`config.mk`:
```
export PLATFORM = sky130hd
export DESIGN_NAME = trace_frame_streamer
export DESIGN_NICKNAME = d
export VERILOG_FILES = /design/src/rtl/trace_pkg.sv /design/src/rtl/trace_out_reg.sv /design/src/rtl/trace_frame_streamer.sv
export SDC_FILE = /design/constraint.sdc
export NUM_CORES = 1
export LEC_CHECK = 0
export ABC_AREA = 1
export CAP_MARGIN = 0
export CELL_PAD_IN_SITES_DETAIL_PLACEMENT = 0
export CELL_PAD_IN_SITES_GLOBAL_PLACEMENT = 1
export CORE_UTILIZATION = 40
export DETAILED_ROUTE_END_ITERATION = 16
export PLACE_DENSITY_LB_ADDON = 0.08
export SLEW_MARGIN = 30
export SYNTH_ARGS = -nofsm -noshare
export SYNTH_HDL_FRONTEND = slang
export SYNTH_SLANG_ARGS = --single-unit
```
`constraint.sdc`:
```
create_clock -name clk -period 3 [get_ports clk]
set_clock_uncertainty 0.2 [all_clocks]
set_input_delay 0.45 -clock clk [delete_from_list [all_inputs] [get_ports clk]]
set_output_delay 0.45 -clock clk [all_outputs]
set_load 0.02 [all_outputs]
```
`src/rtl/trace_pkg.sv`:
```
`default_nettype none
// +----------------------------------------------------------------------+
// | Package  : trace_pkg                                                 |
// | Purpose  : Shared constants, register order and FSM state type for   |
// |            the trace frame streamer.                                 |
// | Revision : 1.0  initial release                                      |
// +----------------------------------------------------------------------+
package trace_pkg;

  localparam logic [7:0] FRAME_MAGIC    = 8'hA5;
  localparam int         FRAME_WORDS    = 20;
  localparam int         NUM_TRACE_REGS = 18;

  // Architectural register numbers in frame order: $s0-$s7, $t0-$t7, $t8, $t9
  localparam logic [4:0] ORDER [NUM_TRACE_REGS] = '{
    5'd16, 5'd17, 5'd18, 5'd19, 5'd20, 5'd21, 5'd22, 5'd23,
    5'd8,  5'd9,  5'd10, 5'd11, 5'd12, 5'd13, 5'd14, 5'd15,
    5'd24, 5'd25
  };

  typedef enum logic [1:0] {
    IDLE = 2'd0,
    HDR  = 2'd1,
    PCW  = 2'd2,
    REGS = 2'd3
  } state_t;

  // Register number for a frame slot; slots past the end fold back to slot 0
  function automatic logic [4:0] order_addr(input logic [4:0] slot);
    logic [4:0] addr;
    addr = ORDER[0];
    if (slot < 5'(NUM_TRACE_REGS)) addr = ORDER[slot];
    return addr;
  endfunction

endpackage
`default_nettype wire

```
`src/rtl/trace_out_reg.sv`:
```
`default_nettype none
// +----------------------------------------------------------------------+
// | Module   : trace_out_reg                                             |
// | Purpose  : Stream output holding register. A load presents a new     |
// |            word; a clear retires the last word. Otherwise the word   |
// |            and its flags hold, which keeps them stable under stall.  |
// | Revision : 1.0  initial release                                      |
// +----------------------------------------------------------------------+
module trace_out_reg #(
  parameter int DATA_W = 32
) (
  input  logic              clk,
  input  logic              rst_n,
  input  logic              load,
  input  logic [DATA_W-1:0] load_data,
  input  logic              load_last,
  input  logic              clear,
  output logic              valid,
  output logic [DATA_W-1:0] data,
  output logic              last
);

  // Hold the presented word until the controller loads the next one or clears
  always_ff @(posedge clk or negedge rst_n) begin
    if (!rst_n) begin
      valid <= 1'b0;
      data  <= '0;
      last  <= 1'b0;
    end else if (load) begin
      valid <= 1'b1;
      data  <= load_data;
      last  <= load_last;
    end else if (clear) begin
      valid <= 1'b0;
      last  <= 1'b0;
    end
  end

endmodule
`default_nettype wire

```
`src/rtl/trace_frame_streamer.sv`:
```
`default_nettype none
// +----------------------------------------------------------------------+
// | Module   : trace_frame_streamer                                      |
// | Purpose  : Stalls the CPU after a committed cycle and streams one     |
// |            20-word trace frame (header, PC, 18 registers) over a     |
// |            valid/ready interface. Counts requests that arrive busy.  |
// | Revision : 1.0  initial release                                      |
// +----------------------------------------------------------------------+
module trace_frame_streamer
  import trace_pkg::*;
#(
  parameter int DATA_W = 32,
  parameter int DROP_W = 16
) (
  input  logic              clk,
  input  logic              rst_n,
  input  logic              snap_req,
  input  logic [DATA_W-1:0] pc_in,
  output logic [4:0]        rd_addr,
  input  logic [DATA_W-1:0] rd_data,
  output logic              busy,
  output logic              out_valid,
  input  logic              out_ready,
  output logic [DATA_W-1:0] out_data,
  output logic              out_last,
  output logic [DROP_W-1:0] drop_cnt
);

  localparam logic [4:0] LAST_IDX = 5'(NUM_TRACE_REGS);

  state_t            state;
  logic [4:0]        idx;
  logic [15:0]       seq;
  logic [DATA_W-1:0] pc_q;

  logic              accept;
  logic              load;
  logic [DATA_W-1:0] load_data;
  logic              load_last;
  logic              clear;

  assign accept = out_valid & out_ready;

  // Choose the next word to present: header on request, then PC, then registers
  always_comb begin
    load      = 1'b0;
    load_data = '0;
    load_last = 1'b0;
    clear     = 1'b0;
    case (state)
      IDLE: begin
        if (snap_req) begin
          load      = 1'b1;
          load_data = DATA_W'({FRAME_MAGIC, 8'(FRAME_WORDS), seq});
        end
      end
      HDR: begin
        if (accept) begin
          load      = 1'b1;
          load_data = pc_q;
        end
      end
      PCW: begin
        if (accept) begin
          load      = 1'b1;
          load_data = rd_data;
        end
      end
      REGS: begin
        if (accept) begin
          if (idx == LAST_IDX) begin
            clear = 1'b1;
          end else begin
            load      = 1'b1;
            load_data = rd_data;
            load_last = (idx == LAST_IDX - 5'd1);
          end
        end
      end
      default: ;
    endcase
  end

  // Frame sequencing; rd_addr is registered one slot ahead so it never depends on out_ready
  always_ff @(posedge clk or negedge rst_n) begin
    if (!rst_n) begin
      state   <= IDLE;
      idx     <= '0;
      seq     <= '0;
      pc_q    <= '0;
      rd_addr <= '0;
      busy    <= 1'b0;
    end else begin
      case (state)
        IDLE: begin
          if (snap_req) begin
            state   <= HDR;
            busy    <= 1'b1;
            pc_q    <= pc_in;
            seq     <= seq + 16'd1;
            idx     <= '0;
            rd_addr <= order_addr(5'd0);
          end
        end
        HDR: begin
          if (accept) state <= PCW;
        end
        PCW: begin
          if (accept) begin
            state   <= REGS;
            idx     <= 5'd1;
            rd_addr <= order_addr(5'd1);
          end
        end
        REGS: begin
          if (accept) begin
            if (idx == LAST_IDX) begin
              state   <= IDLE;
              busy    <= 1'b0;
              idx     <= '0;
              rd_addr <= order_addr(5'd0);
            end else begin
              idx     <= idx + 5'd1;
              rd_addr <= order_addr(idx + 5'd1);
            end
          end
        end
        default: state <= IDLE;
      endcase
    end
  end

  // Count snapshot requests that arrive while a frame is in flight, saturating
  always_ff @(posedge clk or negedge rst_n) begin
    if (!rst_n) begin
      drop_cnt <= '0;
    end else if (snap_req && (state != IDLE) && (drop_cnt != {DROP_W{1'b1}})) begin
      drop_cnt <= drop_cnt + 1'b1;
    end
  end

  trace_out_reg #(
    .DATA_W (DATA_W)
  ) u_out_reg (
    .clk       (clk),
    .rst_n     (rst_n),
    .load      (load),
    .load_data (load_data),
    .load_last (load_last),
    .clear     (clear),
    .valid     (out_valid),
    .data      (out_data),
    .last      (out_last)
  );

endmodule
`default_nettype wire

```
# Word level (Yosys, flattened, before mapping)
# Memories as Yosys holds them, arrays and structs flattened.
# Cells that the tools add are included.
# W data, S select, Z words.
# op_classes
eq_ne,11
n_reduce_logical,12
order_cmp,2
n_mux,43
n_bitwise,2
add_sub_neg,3
# op_table
operator,n
$mux W32,5
$pmux W32 S4,1
$mux W5,11
$add A16 B1 Y16 const B,2
$pmux W5 S3,2
$mux W1,16
$ne A16 B16 Y1 const B,1
$eq A5 B5 Y1 const B,2
$mux W2,5
$ne A2 B2 Y1 const B,5
$pmux W2 S4,1
$reduce_and A4 Y1,2
$ge A6 B6 Y1 const B,1
$not A5 Y6,1
$reduce_bool A2 Y1,3
$add A5 B1 Y5 const B,1
$lt A5 B5 Y1 const B,1
$reduce_and A5 Y1,1
$eq A2 B2 Y1 const B,2
$pmux W1 S3,1
$reduce_bool A3 Y1,1
$eq A2 B1 Y1 const B,1
$logic_and A1 B1 Y1,2
$logic_not A2 Y1,1
other kinds (4),4
# word_totals
memories,1
elab_cells,84
romBits,160
regBits,111
in_bits,68
# memory_table
memory,depth,word_bits,rd,rd_ports_with_merged_regs,write_ports,line_no,source
(no name shown),32,5,1,0,0,trace_pkg.sv:32,if (slot < 5'(NUM_TRACE_REGS)) addr = ORDER[slot];

# Logic depth before layout (Yosys ltp)
# logic_depth
word_depth,9
depth_mapped,12
depth_no_buf,11

# Hierarchy
# From an unflattened synthesis, not the netlist that was laid out.
# unflattened
hier_cells,783
hier_area_um2,5796.8
# by_module_without_submodules
module,area_per_inst_um2,n_inst,cells_per_inst
trace_frame_streamer,4419.2,1,639
trace_out_reg,1377.6,1,144

# Worst setup path before layout
# No wires, ideal clock.
# synth_timing
path_type,reg-to-reg
start,reg drop_cnt[0]
end,reg drop_cnt[3]
stages_incl_launch_ff,10
arrival_time_ns,1.606
setup_ns,0.117
synth_period_minus_slack_ns,1.923
slack_ns,1.077
path_cell_list,dfrtp_1 ha_1 inv_2 nor2_4 nand2_4 o21ai_4 inv_4 buf_6 nand2_1 nand2_1
# synth_via
elab_chain_cells,2
elab_cells_between_ends,3
classes_between,1 x add/sub; 1 x eq/ne; 1 x reduce/logical
# synth_rtl
element,line_no,source
start: declaration,trace_frame_streamer.sv:26,output logic [DROP_W-1:0] drop_cnt
start signal: assignment,trace_frame_streamer.sv:138,drop_cnt <= drop_cnt + 1'b1;
branches (longest 2 deep; another with $add A16 B1 Y16),--,
# Several ways; the timed one is not identified.
# A chain may end at the register's enable or synchronous reset.

# Final worst setup path
# layout_timing
start,reg state[0]
end,reg rd_addr[2]
# layout_via
elab_chain_cells,3
elab_cells_between_ends,9
classes_between,5 x eq/ne; 1 x mux; 3 x reduce/logical
# layout_rtl
element,line_no,source
start: declaration,trace_frame_streamer.sv:31,state_t state;
start signal: assignment,trace_frame_streamer.sv:87,state <= IDLE;
start signal: assignment,trace_frame_streamer.sv:97,state <= HDR;
start signal: assignment,trace_frame_streamer.sv:106,if (accept) state <= PCW;
$eq A2 B2 Y1 or $logic_not A2 Y1 (tied branches),trace_frame_streamer.sv:94,case (state)
$ne A2 B2 Y1 (no line) or $reduce_bool A3 Y1 (tied branches),--,
$reduce_and A4 Y1 (no line),--,
end signal: assignment,trace_frame_streamer.sv:102,rd_addr <= order_addr(5'd0);
end signal: assignment,trace_frame_streamer.sv:112,rd_addr <= order_addr(5'd1);
end signal: assignment,trace_frame_streamer.sv:121,rd_addr <= order_addr(5'd0);
end: declaration,trace_frame_streamer.sv:19,"output logic [4:0] rd_addr,"
# Parallel ways exist; a longest one is shown, timed or not.

==> flow_metrics.env <==
export IMPL_outcome="completed"
export IMPL_path_max_fanout=11
export IMPL_postSynthAreaPerCell_um2=7.69
export IMPL_relSlewSlack=0.542
export IMPL_grt_max_degree=55
export IMPL_cp_top_family="simple AND/OR/NAND/NOR gates"
export IMPL_drive_gt1_frac=0.0548
export IMPL_power_density_nw_per_um2=856
export IMPL_avgViaCountPerCell=4.78
export IMPL_grt_overflow=0
export IMPL_slowest_stage="nor2_1"
export IMPL_row_count=43
export IMPL_final_area_um2=7350
export IMPL_wl_per_cell_um=13.7
export IMPL_cts_root_buffer="clkbuf_16"
export IMPL_ys_warnings_count=0
export IMPL_cts_setup_buffers=0
export IMPL_fmax_mhz=444
export IMPL_vias=4962
export IMPL_fp_dieW_um=121
export IMPL_grt_pass1_wl_mm=23.3
export IMPL_first_global_vias=4750
export IMPL_tightest_slew_ns=0.688
export IMPL_syn_area_um2=5650
export IMPL_slowest_delay_ns=0.50
export IMPL_clkTransAtPathRegs_ns=0.07
export IMPL_period_needed_ns=2.25
export IMPL_drv_slew=0
export IMPL_dieArea_um2=14600
export IMPL_drt_iter0_drc=345
export IMPL_vdd_drop_max_uv=401
export IMPL_grt_antenna_before_repair=0
export IMPL_syn2layout_area_growth_pct=30.1
export IMPL_cts_htree_levels=3
export IMPL_endpoint_kind="flop"
export IMPL_crit_arrival_ns=2.28
export IMPL_crit_chain="inv_1 -> ha_1 -> nand2_1 -> nand2_1 -> nor2_1 -> inv_1 -> nand2_1 -> o21ai_0"
export IMPL_min_period_over_period=0.750
export IMPL_hold_start="rd_addr[0]$_DFFE_PN0P_"
export IMPL_rsz0062_at_grt="false"
export IMPL_grt_usage=0.206
export IMPL_gp_congestion=0.799
export IMPL_setup_violations=0
export IMPL_cts_made_buffers=9
export IMPL_placed_area_um2=7010
export IMPL_path_common_cell="nand2_1"
export IMPL_synthDistinctLibCells=28
export IMPL_worstSetupStartpointType="flop"
export IMPL_insertion_delay_ns=0.35
export IMPL_io_buffer_count=123
export IMPL_cts_tree="built"
export IMPL_start_util=0.409
export IMPL_p_leak_nw=3.57
export IMPL_drt_total_wl_mm=14.2
export IMPL_ctsResizeCount=0
export IMPL_ys_ff_latch=111
export IMPL_synth_nets=813
export IMPL_final_core_util=0.532
export IMPL_dp_hpwl_mm=9.99
export IMPL_synthCells=735
export IMPL_coreArea_um2=13800
export IMPL_required_ns=3.03
export IMPL_dr_pass1_iters=4
export IMPL_multi_input_area_um2=2530
export IMPL_drtAntennaViolNets=0
export IMPL_die_h_um=121
export IMPL_fin_ws_ns=0.749
export IMPL_cp_num_buf_inv=2
export IMPL_worstSetupPathType="flop to flop"
export IMPL_clock_sinks=111
export IMPL_hold_viol=0
export IMPL_n_fill_cell=1360
export IMPL_dp_slack_ns=0.516
export IMPL_hold_path_class="flop to flop"
export IMPL_antennaDiodeCount=0
export IMPL_nets=930
export IMPL_regArea_um2=2780
export IMPL_fin_setup_tns_ns=0
export IMPL_drc=0
export IMPL_crit_start="state[0]$_DFFE_PN0P_"
export IMPL_r2r_start="state[0]$_DFFE_PN0P_"
export IMPL_clock_path_buffers=2
export IMPL_cap_violations=0
export IMPL_pin_count=124
export IMPL_synth_seq_area_share=0.492
export IMPL_p_total_mw=6.29
## through the flow
| step | instances | hold slack [ns] |
|---|---|---|
| floorplan | 735 | -0.0456 |
| global placement | 1020 | 0.262 |
| detailed placement | 1020 | 0.266 |
| CTS | 1037 | 0.284 |
| global route | 1037 | 0.294 |
| finish | 1037 | 0.282 |
## sequential cells by signal, summed over array words and instances (netlist names)
register         count
drop_cnt            16
u_out_reg.valid      1
pc_q                32
rd_addr              5
idx                  5
seq                 16
state                2
busy                 1
u_out_reg.last       1
u_out_reg.data      32
## path summary, 6_finish.rpt
kind,end,slack (ns),cells past startpoint
worst max-delay path,rd_addr[2]$_DFFE_PN0P_,0.75,8
worst min-delay path,rd_addr[0]$_DFFE_PN0P_,0.28,2
worst max register to register,rd_addr[2]$_DFFE_PN0P_,0.75,8
worst min register to register,rd_addr[0]$_DFFE_PN0P_,0.28,2
max in group asynchronous,seq[8]$_DFFE_PN0P_,1.38,3
min in group asynchronous,idx[2]$_DFFE_PN0P_,0.49,2
## logic make-up after synthesis
kind of cell / count (synthesis) / synth area share
xor gates and xnor gates: 21 / 0.0326
and+or+nand+nor: 476 / 0.351
adders and majority gates: 10 / 0.0221
AOI/OAI and AO/OA: 42 / 0.0421
DFF: 111 / 0.492
buffers and inverters: 75 / 0.0609
## cell type report
cell class,instances,share of cell area
multi-input cells,549,0.344
flip-flops and latches,111,0.378
inverters,48,0.0248
repair buffers,133,0.178
clock inverters,4,0.0104
clock buffers,12,0.0349
well taps,180,0.0306
## cell usage after synthesis
master / n / share of area
nor3_1: 1 / 0.00089
nor2_1: 49 / 0.033
nand2_2: 6 / 0.0066
clkinv_1: 1 / 0.00066
inv_2: 3 / 0.0020
dfrtp_1: 111 / 0.49
nor2_4: 2 / 0.0040
nor2_2: 5 / 0.0055
xor2_1: 8 / 0.012
xnor2_1: 13 / 0.020
nand2_4: 4 / 0.0080
buf_6: 5 / 0.010
o21ai_0: 32 / 0.028
buf_2: 12 / 0.011
a21oi_1: 1 / 0.00089
nand4_1: 10 / 0.011
a21boi_0: 6 / 0.0080
clkbuf_1: 8 / 0.0053
buf_4: 2 / 0.0027
nand2_1: 327 / 0.22
o21ai_4: 1 / 0.0029
ha_1: 10 / 0.022
o21ai_1: 1 / 0.00089
o22ai_1: 1 / 0.0011
nand3b_1: 2 / 0.0027
inv_1: 43 / 0.029
inv_4: 1 / 0.0011
nand3_1: 70 / 0.062
## report_power, final
group          internal (mW)  switching [mW]  leakage (nW)
Combinational           1.00            1.67          1.98
Clock                  0.783           0.558         0.165
Sequential              1.97           0.309          1.42
## worst reg2reg max path: cells and delay by family, from the launching register on
kind | cells | cell delay (ns)
buffers and inverters | 2 | 0.33
AO/OA/AOI/OAI | 1 | 0.08
flip-flops | 1 | 0.42
AND/OR/NAND/NOR | 4 | 0.79
adder cells (fa/ha/maj) | 1 | 0.31
## placed cells by master, fill, tap and decap left out, drive strengths merged
cell type / instances
nand3: 70
nand4: 10
xnor2: 13
a21boi: 6
nand3b: 2
nor3: 1
clkdlybuf4s50: 122
clkbuf: 12
clkinv: 2
xor2: 8
bufinv: 2
inv: 48
nand2: 337
dfrtp: 111
nor2: 56
o22ai: 1
a21oi: 1
buf: 10
ha: 10
o21ai: 34
dlygate4sd3: 1
## routing by layer
metal / track usage / share of wire / vias up
met5: 0 / 0 / -
met4: 0.0772 / 0.014 / 0
met3: 0.0373 / 0.055 / 11
met2: 0.316 / 0.44 / 139
met1: 0.289 / 0.49 / 2289
li1: - / - / 2523
## timing repair
item / 4_1_cts / 5_1_grt
hold endpoints to repair: 47 / 0
endpoints found under the setup margin: 0 / 0
hold buffers: 1 / 0
Note: power is estimated with default switching activity, not from simulation.
